[src/rtl/lc3_decode.sv]
// LC3 decode stage: registers the fetched instruction and npc, and decodes execute,
// writeback and memory control words. Supports flush, hold, illegal flag and a capture count.
module lc3_decode #(
  parameter int unsigned DW    = 16,
  parameter int unsigned CNT_W = 16
) (
  input  logic             clock,
  input  logic             reset,
  input  logic             enable_decode,
  input  logic             flush,
  input  logic [DW-1:0]    Instr_dout,
  input  logic [DW-1:0]    npc_in,
  output logic [DW-1:0]    IR,
  output logic [DW-1:0]    npc_out,
  output logic [5:0]       E_Control,
  output logic [1:0]       W_Control,
  output logic             Mem_Control,
  output logic             dec_valid,
  output logic             illegal,
  output logic [CNT_W-1:0] decode_count
);

  localparam logic [3:0] OpBr  = 4'b0000;
  localparam logic [3:0] OpAdd = 4'b0001;
  localparam logic [3:0] OpLd  = 4'b0010;
  localparam logic [3:0] OpSt  = 4'b0011;
  localparam logic [3:0] OpAnd = 4'b0101;
  localparam logic [3:0] OpLdr = 4'b0110;
  localparam logic [3:0] OpStr = 4'b0111;
  localparam logic [3:0] OpNot = 4'b1001;
  localparam logic [3:0] OpLdi = 4'b1010;
  localparam logic [3:0] OpSti = 4'b1011;
  localparam logic [3:0] OpJmp = 4'b1100;
  localparam logic [3:0] OpLea = 4'b1110;

  logic [DW-1:0]    ir_q, ir_d;
  logic [DW-1:0]    npc_q, npc_d;
  logic [5:0]       e_ctrl_q, e_ctrl_d;
  logic [1:0]       w_ctrl_q, w_ctrl_d;
  logic             mem_ctrl_q, mem_ctrl_d;
  logic             valid_q, valid_d;
  logic             illegal_q, illegal_d;
  logic [CNT_W-1:0] count_q, count_d;

  // Decoded fields for the incoming instruction word
  logic [1:0] alu_ctrl;
  logic [1:0] pcsel1;
  logic       pcsel2;
  logic       op2sel;
  logic [1:0] w_dec;
  logic       mem_dec;
  logic       ill_dec;

  always_comb begin
    alu_ctrl = 2'b00;
    pcsel1   = 2'b00;
    pcsel2   = 1'b0;
    op2sel   = 1'b0;
    w_dec    = 2'b00;
    mem_dec  = 1'b0;
    ill_dec  = 1'b0;
    case (Instr_dout[15:12])
      OpAdd: op2sel = ~Instr_dout[5];
      OpAnd: begin
        alu_ctrl = 2'b01;
        op2sel   = ~Instr_dout[5];
      end
      OpNot: begin
        alu_ctrl = 2'b10;
        op2sel   = 1'b1;
      end
      OpBr, OpSt: begin
        pcsel1 = 2'b01;
        pcsel2 = 1'b1;
      end
      OpJmp: pcsel1 = 2'b11;
      OpLd: begin
        pcsel1 = 2'b01;
        pcsel2 = 1'b1;
        w_dec  = 2'b01;
      end
      OpLdi: begin
        pcsel1  = 2'b01;
        pcsel2  = 1'b1;
        w_dec   = 2'b01;
        mem_dec = 1'b1;
      end
      OpSti: begin
        pcsel1  = 2'b01;
        pcsel2  = 1'b1;
        mem_dec = 1'b1;
      end
      OpLdr: begin
        pcsel1 = 2'b10;
        w_dec  = 2'b01;
      end
      OpStr: pcsel1 = 2'b10;
      OpLea: begin
        pcsel1 = 2'b01;
        pcsel2 = 1'b1;
        w_dec  = 2'b10;
      end
      default: ill_dec = 1'b1;
    endcase
  end

  always_comb begin
    ir_d       = ir_q;
    npc_d      = npc_q;
    e_ctrl_d   = e_ctrl_q;
    w_ctrl_d   = w_ctrl_q;
    mem_ctrl_d = mem_ctrl_q;
    valid_d    = valid_q;
    illegal_d  = illegal_q;
    count_d    = count_q;
    if (flush) begin
      // npc and count deliberately survive a squash
      ir_d       = '0;
      e_ctrl_d   = '0;
      w_ctrl_d   = '0;
      mem_ctrl_d = 1'b0;
      valid_d    = 1'b0;
      illegal_d  = 1'b0;
    end else if (enable_decode) begin
      ir_d       = Instr_dout;
      npc_d      = npc_in;
      e_ctrl_d   = {alu_ctrl, pcsel1, pcsel2, op2sel};
      w_ctrl_d   = w_dec;
      mem_ctrl_d = mem_dec;
      valid_d    = 1'b1;
      illegal_d  = ill_dec;
      count_d    = count_q + 1'b1;
    end
  end

  always_ff @(posedge clock) begin
    if (!reset) begin
      ir_q       <= '0;
      npc_q      <= '0;
      e_ctrl_q   <= '0;
      w_ctrl_q   <= '0;
      mem_ctrl_q <= 1'b0;
      valid_q    <= 1'b0;
      illegal_q  <= 1'b0;
      count_q    <= '0;
    end else begin
      ir_q       <= ir_d;
      npc_q      <= npc_d;
      e_ctrl_q   <= e_ctrl_d;
      w_ctrl_q   <= w_ctrl_d;
      mem_ctrl_q <= mem_ctrl_d;
      valid_q    <= valid_d;
      illegal_q  <= illegal_d;
      count_q    <= count_d;
    end
  end

  assign IR           = ir_q;
  assign npc_out      = npc_q;
  assign E_Control    = e_ctrl_q;
  assign W_Control    = w_ctrl_q;
  assign Mem_Control  = mem_ctrl_q;
  assign dec_valid    = valid_q;
  assign illegal      = illegal_q;
  assign decode_count = count_q;

endmodule

[config.mk]
export PLATFORM = sky130hd
export DESIGN_NAME = lc3_decode
export DESIGN_NICKNAME = d
export VERILOG_FILES = /design/src/rtl/lc3_decode.sv
export SDC_FILE = /design/constraint.sdc
export NUM_CORES = 1
export LEC_CHECK = 0
export BUFFER_PORTS_ARGS = -buffer_cell sky130_fd_sc_hd__buf_4
export CELL_PAD_IN_SITES_DETAIL_PLACEMENT = 1
export CELL_PAD_IN_SITES_GLOBAL_PLACEMENT = 2
export CORE_MARGIN = 5
export CORE_UTILIZATION = 26
export CTS_CLUSTER_DIAMETER = 80
export DETAILED_ROUTE_END_ITERATION = 12
export PLACE_DENSITY_LB_ADDON = 0.1
export SYNTH_ARGS = -nofsm -noshare
export SYNTH_HDL_FRONTEND = slang
export SYNTH_SLANG_ARGS = --single-unit
[constraint.sdc]
create_clock -name clock -period 2.1 [get_ports clock]
set_clock_uncertainty 0.15 [all_clocks]
set_input_delay 0.315 -clock clock [delete_from_list [all_inputs] [get_ports clock]]
set_output_delay 0.315 -clock clock [all_outputs]
set_load 0.03 [all_outputs]
==> metrics.md <==
| Metric | Value |
|---|---|
| Arrival time worst endpoint | 1970 ps |
| Sequential area share after synthesis | 0.5037 |
| Uppermost routed layer | met4 |
| Ys Warns | 0 |
| Largest fanout on the critical path | 8 |
| Proportion of layout cells with a drive suffix above 1 | 0.3261 |
| Clk_lat worst skew | 330 ps |
| Worst slew pin tran | 663.1 ps |
| Combinational group share of total power | 0.130 |
| Postcts setup bufs | 0 |
| Avg Cell Area, Syn | 8.684 sq um |
| Worst path bufs/invs | 0 |
| Most frequent cells in the layout | buf_4, dfxtp_1, nand2_1, nor2_1, a21oi_1 |
| VDD IR max | 269.1 uV |
| Fmax | 0.5406 GHz |
| Filler instances | 1057 |
| Crit end category | register |
| H-tree levels | 3 |
| Die Wd | 105.0 um |
| Clk slew on worst S/H paths | 70 ps |
| All-Layer GR Usage | 0.1238 |
| Met2 wire length | 2905 um |
| Unique masters post-synth | 34 |
| Sw frac | 0.2642 |
| WS Path Type | reg -> reg |
| Reg2reg setup slack | 250 ps |
| HP Class | in -> reg |
| Vias in the first global route | 2250 |
| Rows | 34 |
| Sink Count | 59 |
| DIE AREA | 0.01102 sq mm |
| Vias per Instance | 4.443 |
| Placer Congestion | 0.7148 |
| Sequential group share of total power | 0.509 |
| Status | finished, final reports clean |
| Post-cts gate resize count | 0 |
| Post-Synth Adder-Cell Area | 0.005336 |
| Synthesized area | 0.002345 sq mm |
| Starting density of the core | 0.2676 |
| P per Cell Area | 687.2 mW/mm^2 |
| Wire length per cell | 13.98 um |
| Core footprint | 0.008763 sq mm |
| Simple-gate area share of the yosys netlist | 0.2423 |
| Number of max-cap violations | 0 |
| Cell Chain, Critical Path | nand3b_4 > or4_4 > or3_1 > a21oi_1 |
| Slowest cell on crit path | or4_4 |
| Drt first pass iters | 4 |
| Routed Antenna Nets | 0 |
| # DRC | 0 |
| Synth top area share | 0.5037 |
| Clock tree from TritonCTS | built |
| Synth area leaders | dfxtp_1, nand2_1, mux2i_1, a21oi_1, nor2_1 |
| Hold-fix buffer count after cts | 0 |
| Ports | 95 |
| Syn Nets | 307 |
| Pins Over Slew Limit | 0 |
| P&R area growth vs syn | 42.37% |
| Final WL | 6696 um |
| Setup TNS Final | 0 ps |
| Final setup viols | 0 |
| TritonCTS Buffers | 9 |
| Largest net degree at the start of global routing | 40 |
| HPWL Detailed | 4977 um |
| GRT Residual Overflow | 0 |
| Fin nets | 405 |
| Synth Area in XOR/XNOR | 0.03362 |
| Mux cell area share after synthesis | 0.08218 |
| Clk buf depth | 2 |
| RSZ-0062 raised after global routing | false |
| Switch Pwr | 606.1 uW |
| Register bit count reported by yosys | 59 |
| Leak pwr | 0.001452 uW |
| Commonest non-fill, non-tap cell in the layout | buf_4 |
| Starting DRT DRC Count | 38 |
| Critical Path RT | 2220 ps |
| Post-Syn Instances | 270 |
| Main combinational cell family by area after synthesis | simple AND/OR/NAND/NOR gates |
| Port Buffer Count | 94 |
| Slew margin rel. | 0.5579 |
| Internal | 1688 uW |
| Post-synthesis compound-gate area fraction | 0.09338 |
| Via count | 2128 |
| Final period util | 0.8809 |
| Met3 WL | 525 um |
| Area post-placement | 0.003191 sq mm |
| First-pass GRT wire length | 11160 um |
| Clock power share | 0.361 |
| Final count of hold timing violations | 0 |
| Antenna cell count | 0 |
| CTS root buf | clkbuf_8 |
| CP max stage delay | 600 ps |
| Initial antenna violation count | 0 |
| M1 WL | 3165 um |
| Finished Cell Area | 0.003338 sq mm |
| Largest delay share family, worst path | simple AND/OR/NAND/NOR gates |
| Chip height | 105.0 um |
| Crit start category | register |
| Post-synth top area cell | dfxtp_1 |
| Minimum clock period | 1850 ps |
[metal layers]
metal | track usage | vias up
met1 | 0.1601 | 964
met3 | 0.04747 | 10
met2 | 0.1839 | 62
met4 | 0.05205 | 0
met5 | 0 | -
li1 | - | 1092
[worst register-to-register path: stages (launching register included)]
cell and delay (ps):
dfxtp_1 400, nand3b_4 150, or4_4 600, or3_1 360
a21oi_1 130
[state kept, by name, indices dropped and copies added (netlist names)]
name          cells
W_Control         2
Mem_Control       1
IR               16
E_Control         6
dec_valid         1
npc_out          16
decode_count     16
illegal           1
[path summary, 6_finish.rpt]
path                   startpoint                to  cells past startpoint
hold reg to reg        npc_out[9]        npc_out[9]                      2
setup / recovery  decode_count[2]  decode_count[15]                      4
hold / removal      Instr_dout[7]             IR[7]                      3
setup reg to reg  decode_count[2]  decode_count[15]                      4
[stage by stage]
stage	cells	worst slack, ps	power (uW)	utilization	hold slack [ps]
after global routing	479	163.2	2417	0.3809	72.08
after floorplan	270	119.3	1359	-	300.5
after CTS	479	226.8	2347	0.3809	53.96
final	479	250.1	2294	0.3809	72.19
after detailed placement	465	123.4	1498	0.3641	302.0
after global placement	465	160.0	1495	0.3641	292.8
[area by class of cell]
type	instances	area [sq um]	share of cell area
clock inverters	4	20.02	0.005997
well taps	108	135.1	0.04048
inverters	8	30.03	0.008996
multi-input cells	187	1071	0.3208
repair buffers	103	773.2	0.2316
flip-flops and latches	59	1181	0.3538
clock buffers	10	127.6	0.03823
[cells in the mapped netlist]
cell type  number
nor4_2          1
a211oi_1        1
mux2_2          2
o41ai_1         1
or4_4           1
nor2b_1         4
and4_1          1
a21oi_1        30
nor3_1          3
nand3_1         6
a21o_1          1
or3_1           2
o2111ai_1       1
a2bb2oi_1       1
xor2_1          1
o21ai_1         2
nand4b_1        1
nor2_1         33
or2_1           1
mux2i_1        17
nand4_1         6
ha_1            1
nand2_1        46
buf_2           2
a311oi_1        2
buf_1           2
or3b_1          1
clkbuf_1       12
inv_1           8
dfxtp_1        59
xnor2_1         8
nand3b_4        1
nor4_1          1
nand2b_1       11
[power groups by stage]
| stage | Clock [uW] | Sequential [uW] | Combinational, uW |
|---|---|---|---|
| floorplan | 0 | 1250 | 105 |
| global placement | 0 | 1190 | 302 |
| detailed placement | 0 | 1190 | 304 |
| CTS | 873 | 1170 | 305 |
| global route | 917 | 1170 | 327 |
| finish | 828 | 1170 | 298 |
[logic make-up after synthesis]
kind of cell,count (synthesis)
AND/OR/NAND/NOR,119
flip-flops,59
AO/OA/AOI/OAI,39
buffers and inverters,24
multiplexers,19
XOR/XNOR,9
adder cells (fa/ha/maj),1
Note: power is estimated with default switching activity, not from simulation.
